<file path="src/rtl/datapath_pkg.sv">
// Shared datapath types: register index, one-hot select, select legality check.
// Latency: n/a (types and a combinational helper only).
// Backpressure: n/a.
package datapath_pkg;

  localparam int WIDTH_DEF = 16;
  localparam int NREG      = 8;

  typedef logic [2:0] reg_idx_t;
  typedef logic [7:0] onehot_sel_t;

  // vld is set only when exactly one select bit is high; idx is then its position
  typedef struct packed {
    logic     vld;
    reg_idx_t idx;
  } onehot_res_t;

  typedef enum logic {
    ST_IDLE = 1'b0,
    ST_ACK  = 1'b1
  } ack_state_t;

  // Shared legality check so the mux and the control unit agree on what is one-hot
  function automatic onehot_res_t onehot_idx(input onehot_sel_t sel);
    onehot_res_t res;
    int unsigned cnt;
    res = '0;
    cnt = 0;
    for (int i = 0; i < NREG; i++) begin
      if (sel[i]) begin
        cnt++;
        res.idx = reg_idx_t'(i);
      end
    end
    res.vld = (cnt == 1);
    return res;
  endfunction

endpackage

</file>
<file path="src/rtl/onehot_decode.sv">
// Decodes an 8-bit register select into zero / one-hot flags and a binary index.
// Latency: combinational.
// Backpressure: none; pure decode.
module onehot_decode
  import datapath_pkg::*;
(
  input  logic [NREG-1:0] sel,
  output logic            is_zero,
  output logic            is_onehot,
  output logic [2:0]      idx
);

  onehot_res_t res;

  // Legality and index come from the shared package helper
  always_comb begin
    res       = onehot_idx(sel);
    is_zero   = (sel == '0);
    is_onehot = res.vld;
    idx       = res.idx;
  end

endmodule

</file>
<file path="src/rtl/bus_regbank.sv">
// Captures the shared bus into one of eight registers on a one-hot select; tracks writes.
// Latency: register and bookkeeping update on the write edge; wr_ack one cycle after it.
// Backpressure: none; every valid one-hot write is accepted, illegal selects are dropped and flagged.
module bus_regbank
  import datapath_pkg::*;
#(
  parameter int WIDTH = datapath_pkg::WIDTH_DEF,
  parameter int CNT_W = 8
) (
  input  logic             clk,
  input  logic             rst,
  input  logic [WIDTH-1:0] obus,
  input  logic             bus_valid,
  input  logic [7:0]       Rin_sel,
  input  logic             err_clr,
  output logic [WIDTH-1:0] r0,
  output logic [WIDTH-1:0] r1,
  output logic [WIDTH-1:0] r2,
  output logic [WIDTH-1:0] r3,
  output logic [WIDTH-1:0] r4,
  output logic [WIDTH-1:0] r5,
  output logic [WIDTH-1:0] r6,
  output logic [WIDTH-1:0] r7,
  output logic             wr_ack,
  output logic [2:0]       last_idx,
  output logic [CNT_W-1:0] wr_cnt,
  output logic             sel_err
);

  logic [WIDTH-1:0] regs [NREG];
  logic             sel_zero;
  logic             sel_onehot;
  logic [2:0]       sel_idx;
  logic             wr_accept;
  logic             wr_illegal;
  ack_state_t       state;

  onehot_decode u_dec (
    .sel       (Rin_sel),
    .is_zero   (sel_zero),
    .is_onehot (sel_onehot),
    .idx       (sel_idx)
  );

  // Classify this cycle's bus transfer: accepted write, illegal multi-select, or idle
  always_comb begin
    wr_accept  = bus_valid & sel_onehot;
    wr_illegal = bus_valid & ~sel_zero & ~sel_onehot;
  end

  // Register file plus write bookkeeping; illegal selects touch nothing but the error flag
  always_ff @(posedge clk or posedge rst) begin
    if (rst) begin
      for (int i = 0; i < NREG; i++) begin
        regs[i] <= '0;
      end
      last_idx <= '0;
      wr_cnt   <= '0;
      sel_err  <= 1'b0;
    end else begin
      if (wr_accept) begin
        regs[sel_idx] <= obus;
        last_idx      <= sel_idx;
        wr_cnt        <= wr_cnt + CNT_W'(1);
      end
      // A fresh illegal select outranks a clear in the same cycle
      if (wr_illegal) begin
        sel_err <= 1'b1;
      end else if (err_clr) begin
        sel_err <= 1'b0;
      end
    end
  end

  // Acknowledge FSM: sits in ACK for every cycle that follows an accepted write
  always_ff @(posedge clk or posedge rst) begin
    if (rst) begin
      state <= ST_IDLE;
    end else begin
      case (state)
        ST_IDLE: state <= wr_accept ? ST_ACK : ST_IDLE;
        ST_ACK:  state <= wr_accept ? ST_ACK : ST_IDLE;
        default: state <= ST_IDLE;
      endcase
    end
  end

  assign wr_ack = (state == ST_ACK);

  assign r0 = regs[0];
  assign r1 = regs[1];
  assign r2 = regs[2];
  assign r3 = regs[3];
  assign r4 = regs[4];
  assign r5 = regs[5];
  assign r6 = regs[6];
  assign r7 = regs[7];

endmodule
</file>
<file path="config.mk">
export PLATFORM = sky130hd
export DESIGN_NAME = bus_regbank
export DESIGN_NICKNAME = d
export VERILOG_FILES = /design/src/rtl/datapath_pkg.sv /design/src/rtl/onehot_decode.sv /design/src/rtl/bus_regbank.sv
export SDC_FILE = /design/constraint.sdc
export NUM_CORES = 1
export LEC_CHECK = 0
export BUFFER_PORTS_ARGS = -buffer_cell sky130_fd_sc_hd__buf_2
export CORE_ASPECT_RATIO = 0.75
export CORE_MARGIN = 4
export CORE_UTILIZATION = 45
export CTS_BUF_LIST = sky130_fd_sc_hd__clkbuf_2 sky130_fd_sc_hd__clkbuf_4 sky130_fd_sc_hd__clkbuf_8
export CTS_CLUSTER_SIZE = 12
export DETAILED_ROUTE_END_ITERATION = 10
export PLACE_DENSITY = 0.73
export SYNTH_ARGS = -nofsm -noshare
export SYNTH_HDL_FRONTEND = slang
export SYNTH_SLANG_ARGS = --single-unit
</file>
<file path="constraint.sdc">
create_clock -name clk -period 5.1 [get_ports clk]
set_clock_uncertainty 0.1 [all_clocks]
set_input_delay 1.02 -clock clk [delete_from_list [all_inputs] [get_ports clk]]
set_output_delay 1.02 -clock clk [all_outputs]
set_load 0.05 [all_outputs]
</file>
# After elaboration in Yosys (flattened, before gate mapping)
# Cells that the tools add are included.
totals:
  regBits: 141
  out_inout_bits: 141
  inputBits: 28
  elab_cells: 53
op_classes:
  n_eq_ne: 1
  magnitude_cmp: 2
  muxes: 21
  reduce_logical: 3
  bitwise_logic: 6
  n_addsub: 8
ops:
  columns: ["op", "n"]
  rows:
  - ["$mux W32", 7]
  - ["$add A32 B1 Y32 const B", 6]
  - ["$bwmux W128", 1]
  - ["$demux W16 S3", 1]
  - ["$eq A32 B1 Y1 const B", 1]
  - ["$mux W16", 1]
  - ["$mux W3", 4]
  - ["$add A8 B1 Y8 const B", 1]
  - ["$logic_not A8 Y1", 1]
  - ["$mux W1", 5]
  - ["$ge A4 B4 Y1 const B", 1]
  - ["$lt A4 B1 Y1 const B", 1]
  - ["$mux W2", 2]
  - ["$not A3 Y4", 1]
  - ["$and A1 B1 Y1", 3]
  - ["$add A1 B1 Y2 const B", 1]
  - ["$not A1 Y1", 2]
  - ["$reduce_bool A2 Y1", 1]
  - ["$logic_and A1 B1 Y1", 1]

# Depth between registers and ports, before layout
depth:
  depth_word: 19
  depth_mapped: 27

# Cells and area by module
# Synthesis repeated with hierarchy kept, for this count alone.
hier_totals:
  cells_unflattened: 420
  hier_area_um2: 6040.8
by_module_without_submodules:
  columns: ["module", "instances", "cells_per_inst", "area_per_inst_um2", "seq_area_each_um2"]
  rows:
  - ["bus_regbank", 1, 321, 5387.7, 3528.4]
  - ["onehot_decode", 1, 99, 653.1, 0.0]

# Worst setup path before layout
# OpenSTA, ideal clock, no wires.
synth_path:
  path_type: "in2reg"
  startpoint: "in Rin_sel[0]"
  endpoint: "reg regs (netlist bit r6[2])"
  slack_ns: -1.223
  arrival_time_ns: 6.099
  setup_ns: 0.125
  path_stages: 26
  required_ns: 4.875
  cell_sequence: "ha_1 > nor2b_1 > or2_2 > ha_1 > nand2b_1 > o31ai_1 > inv_1 > ha_1 > nand2_1 > o21ai_0 > ha_1 > nand2b_1 > and2_1 > ha_1 > nand2_1 > nand2_1 > ha_1 > nand2_1 > xnor2_1 > xnor3_1 > mux2_2 > a211o_1 > buf_6 > nor4_4 > buf_6 > mux2_2"
synth_via:
  elab_chain_cells: 17
synth_lines:
  columns: ["item", "line", "source"]
  rows:
  - ["start: declaration", "bus_regbank.sv:14", "input logic [7:0] Rin_sel,"]
  - ["$mux W1 (*)", "datapath_pkg.sv:30", "if (sel[i]) begin"]
  - ["$add A1 B1 Y2", "datapath_pkg.sv:31", "cnt++;"]
  - ["$mux W32 (*)", "datapath_pkg.sv:30", null]
  - ["$add A32 B1 Y32", "datapath_pkg.sv:31", null]
  - ["$mux W32 (*)", "datapath_pkg.sv:30", null]
  - ["$add A32 B1 Y32", "datapath_pkg.sv:31", null]
  - ["$mux W32 (*)", "datapath_pkg.sv:30", null]
  - ["$add A32 B1 Y32", "datapath_pkg.sv:31", null]
  - ["$mux W32 (*)", "datapath_pkg.sv:30", null]
  - ["$add A32 B1 Y32", "datapath_pkg.sv:31", null]
  - ["$mux W32 (*)", "datapath_pkg.sv:30", null]
  - ["$add A32 B1 Y32", "datapath_pkg.sv:31", null]
  - ["$mux W32 (*)", "datapath_pkg.sv:30", null]
  - ["$add A32 B1 Y32", "datapath_pkg.sv:31", null]
  - ["$mux W32 (*)", "datapath_pkg.sv:30", null]
  - ["$eq A32 B1 Y1 (*)", "datapath_pkg.sv:35", "res.vld = (cnt == 1);"]
  - ["$and A1 B1 Y1 (*)", "bus_regbank.sv:47", "wr_accept = bus_valid & sel_onehot;"]
  - ["end signal: indexed assignment", "bus_regbank.sv:62", "regs[sel_idx] <= obus;"]
  - ["end: declaration", "bus_regbank.sv:30", "logic [WIDTH-1:0] regs [NREG];"]
# Mark *: on every way between the ends. The rest lies on a longest branch, timed or not.
# A chain may end at the register's enable or synchronous reset.

# Final worst setup path
layout_path:
  startpoint: "in Rin_sel[0]"
  endpoint: "reg regs (netlist bit r6[3])"
# The elaborated chain is that of the path after synthesis.

==> impl_metrics.env <==
export IMPL_synth_commonest_cells="dfrtp_1 (141), mux2_2 (127), nand2_1 (13), inv_1 (10), xor2_1 (9)"
export IMPL_async_reset_ff_share_pct=100
export IMPL_hpwlAfterDp_um=11600
export IMPL_grt_pass1_vias=4470
export IMPL_synth_top_area_share_pct=58.3
export IMPL_whs_endpoint="wr_cnt[7]"
export IMPL_grt_util_all_layers_pct=21.9
export IMPL_cp_top_family="adder cells"
export IMPL_timing_fmax_mhz=183
export IMPL_crit_arrival_ns=5.67
export IMPL_worst_pin_slew_ns=0.949
export IMPL_synth_cells=409
export IMPL_whs_path_depth=1
export IMPL_end_kind="flip-flop"
export IMPL_place_area_mm2=0.00767
export IMPL_critPathMaxFanout=8
export IMPL_h_tree_depth=4
export IMPL_cts_sinks=141
export IMPL_synth_net_count=445
export IMPL_start_util_pct=46.3
export IMPL_ys_seq_area_share_pct=58.3
export IMPL_filler_cell_count=970
export IMPL_crit_path_frequent_cell="ha_4"
export IMPL_critPathBufInv=5
export IMPL_synth_area_per_cell_um2=14.8
export IMPL_slowest_stage="a211o_4"
export IMPL_post_place_ws_ns=-0.943
export IMPL_vdd_ir_drop_worst_mv=0.452
export IMPL_rr_endpoint="wr_cnt[6]"
export IMPL_final_cell_area_mm2=0.00859
export IMPL_ios=169
export IMPL_maxCapViolCount=0
export IMPL_cts_buffers=17
export IMPL_maxSlewViolCount=0
export IMPL_yosys_area_top_type="dfrtp_1"
export IMPL_worstSkewPairLatency_ns=0.42
export IMPL_antennaDiodeCount=0
export IMPL_period_needed_ns=5.46
export IMPL_r2r_cells=4
export IMPL_synth_ff_type="dfrtp_1"
export IMPL_ant_nets=0
export IMPL_ys_ff_latch=141
export IMPL_synth_cell_types=52
export IMPL_hold_path_class="reg2reg"
export IMPL_area_growth_pct=42.1
export IMPL_core_area_mm2=0.0131
export IMPL_via_per_inst=5.18
export IMPL_setup_viol=138
export IMPL_status="finished, violations left"
export IMPL_yosys_warnings=0
export IMPL_vias=4292
export IMPL_powerDensity_mw_per_mm2=616
export IMPL_hold_viol=0
export IMPL_fin_crit_sh_pct=107
export IMPL_cts_hold_buf=0
export IMPL_synth_edf_count=0
export IMPL_reg2reg_slack_ns=3.71
export IMPL_rows=36
export IMPL_r2r_start="wr_cnt[0]"
export IMPL_antenna_found_initial=0
export IMPL_die_h_um=108
export IMPL_crit_path_max_incr_delay_ns=0.34
export IMPL_grt_overflow=0
export IMPL_cts_tree="yes"
export IMPL_dieArea_mm2=0.0154
export IMPL_port_buffers=168
export IMPL_drt_wl_total_um=16700
export IMPL_startpoint_type="input pin"
export IMPL_timing_final_ws_setup_ns=-0.356
export IMPL_layout_drive_gt1_share_pct=67.0
export IMPL_cts_root_buffer="clkbuf_8"
export IMPL_synthesis_area_mm2=0.00605
export IMPL_grt_first_pass_wirelength_um=25800
export IMPL_firstDrtPassIters=4
export IMPL_drtIter0Drc=163
export IMPL_die_x_um=142
export IMPL_grt_max_degree=107
export IMPL_slew_headroom_pct=36.7
export IMPL_required_ns=5.31
export IMPL_yosys_top_cells_area="dfrtp_1 (58%), mux2_2 (24%), ha_1 (1.7%), xor2_1 (1.3%), xnor2_1 (0.87%)"
export IMPL_cts_buffer_depth=2
export IMPL_violations="negative setup slack"
export IMPL_drc_errors=0
export IMPL_routabilityCongestion=0.907
export IMPL_path_clk_slew_ns=0.08
export IMPL_p_leak_uw=0.00448
export IMPL_layout_nets=680
export IMPL_grt_setup_unrepaired="yes"
export IMPL_hp_start="wr_cnt[7]"
export IMPL_synth_most_common_cell="dfrtp_1"
export IMPL_path_class="in2reg"
export IMPL_wl_per_cell_um=20.1
==> metal layers <==
layer / vias to the layer above / global-route usage [%] / part of all wire, %
met3: 23 / 6.37 / 6.3
met1: 2194 / 29.8 / 44
met5: - / 0 / 0
met4: 0 / 6.78 / 1.7
met2: 130 / 34.1 / 48
li1: 1945 / - / -
==> stage by stage <==
| step | std cells | util [%] | power (µW) | setup TNS, ns | hold WS [ns] |
|---|---|---|---|---|---|
| floorplan | 409 | - | 3530 | -64.62 | 0.679 |
| global placement | 777 | 58.7 | 4160 | -90.48 | 0.354 |
| detailed placement | 777 | 58.7 | 4210 | -114.49 | 0.359 |
| CTS | 818 | 64.4 | 5260 | -29.17 | 0.373 |
| global route | 828 | 65.8 | 5520 | -48.08 | 0.390 |
| finish | 828 | 65.8 | 5300 | -31.69 | 0.369 |
==> report_power, final <==
part           total, µW  switching, µW  leakage [µW]  internal [µW]
logic               2710           1860       0.00244            849
clock network        912            448      0.000192            464
registers           1680            203       0.00184           1470
==> kinds of logic after synthesis <==
| family | Yosys count | share of synthesized area, % |
|---|---|---|
| compound gates | 28 | 3.41 |
| xor+xnor | 19 | 3.70 |
| fa+ha+maj | 8 | 1.66 |
| buf+inv | 26 | 2.21 |
| flops | 141 | 58.3 |
| mux | 132 | 24.6 |
| simple gates | 55 | 6.12 |
==> flip-flops by register name, indices dropped and copies added (netlist names) <==
name,count
r0,16
r1,16
r2,16
r3,16
r4,16
r5,16
r6,16
r7,16
wr_cnt,8
last_idx,3
sel_err,1
wr_ack,1
==> cells in the final DEF (no fill, tap or decap), types with 4 or more instances in the layout <==
cell type	synthesis	final
a21oi_1	7	6
buf_12	0	10
buf_2	8	166
buf_4	1	37
buf_6	3	15
clkbuf_8	0	18
clkinvlp_4	0	5
dfrtp_1	141	141
ha_4	0	6
inv_1	10	6
inv_6	0	6
mux2_2	127	81
mux2_4	0	50
nand2_1	13	8
o21ai_0	5	4
xnor2_1	6	5
xor2_1	9	8
==> how the worst max path moves through the flow <==
| stage | cells after the start | slack (ns) | startpoint | endpoint |
|---|---|---|---|---|
| after floorplan | 26 | -0.80 | Rin_sel[0] | r6[2] |
| after global placement | 27 | -0.76 | Rin_sel[1] | r1[6] |
| after detailed placement | 27 | -0.94 | Rin_sel[0] | r3[3] |
| after CTS | 27 | -0.34 | Rin_sel[0] | r1[15] |
| after global routing | 28 | -0.46 | Rin_sel[0] | r6[1] |
| final | 28 | -0.36 | Rin_sel[0] | r6[3] |
==> cell type report <==
| cell class | instances | area [µm²] | area share (%) |
|---|---|---|---|
| sequential | 141 | 3530 | 41.1 |
| multi-input combinational | 242 | 2850 | 33.2 |
| timing repair buffer | 232 | 1550 | 18.0 |
| clock buffer | 19 | 255 | 2.97 |
| tap | 171 | 214 | 2.49 |
| clock inverter | 13 | 153 | 1.78 |
| inverter | 10 | 45.0 | 0.524 |
==> what timing repair did <==
item,in CTS,in global routing
endpoints found under the setup margin,140,141
setup buffers,8,11
gates resized for setup,61,28
cloned,1,1
pin swaps,9,17
No activity file was read; power rests on OpenSTA's default activity.
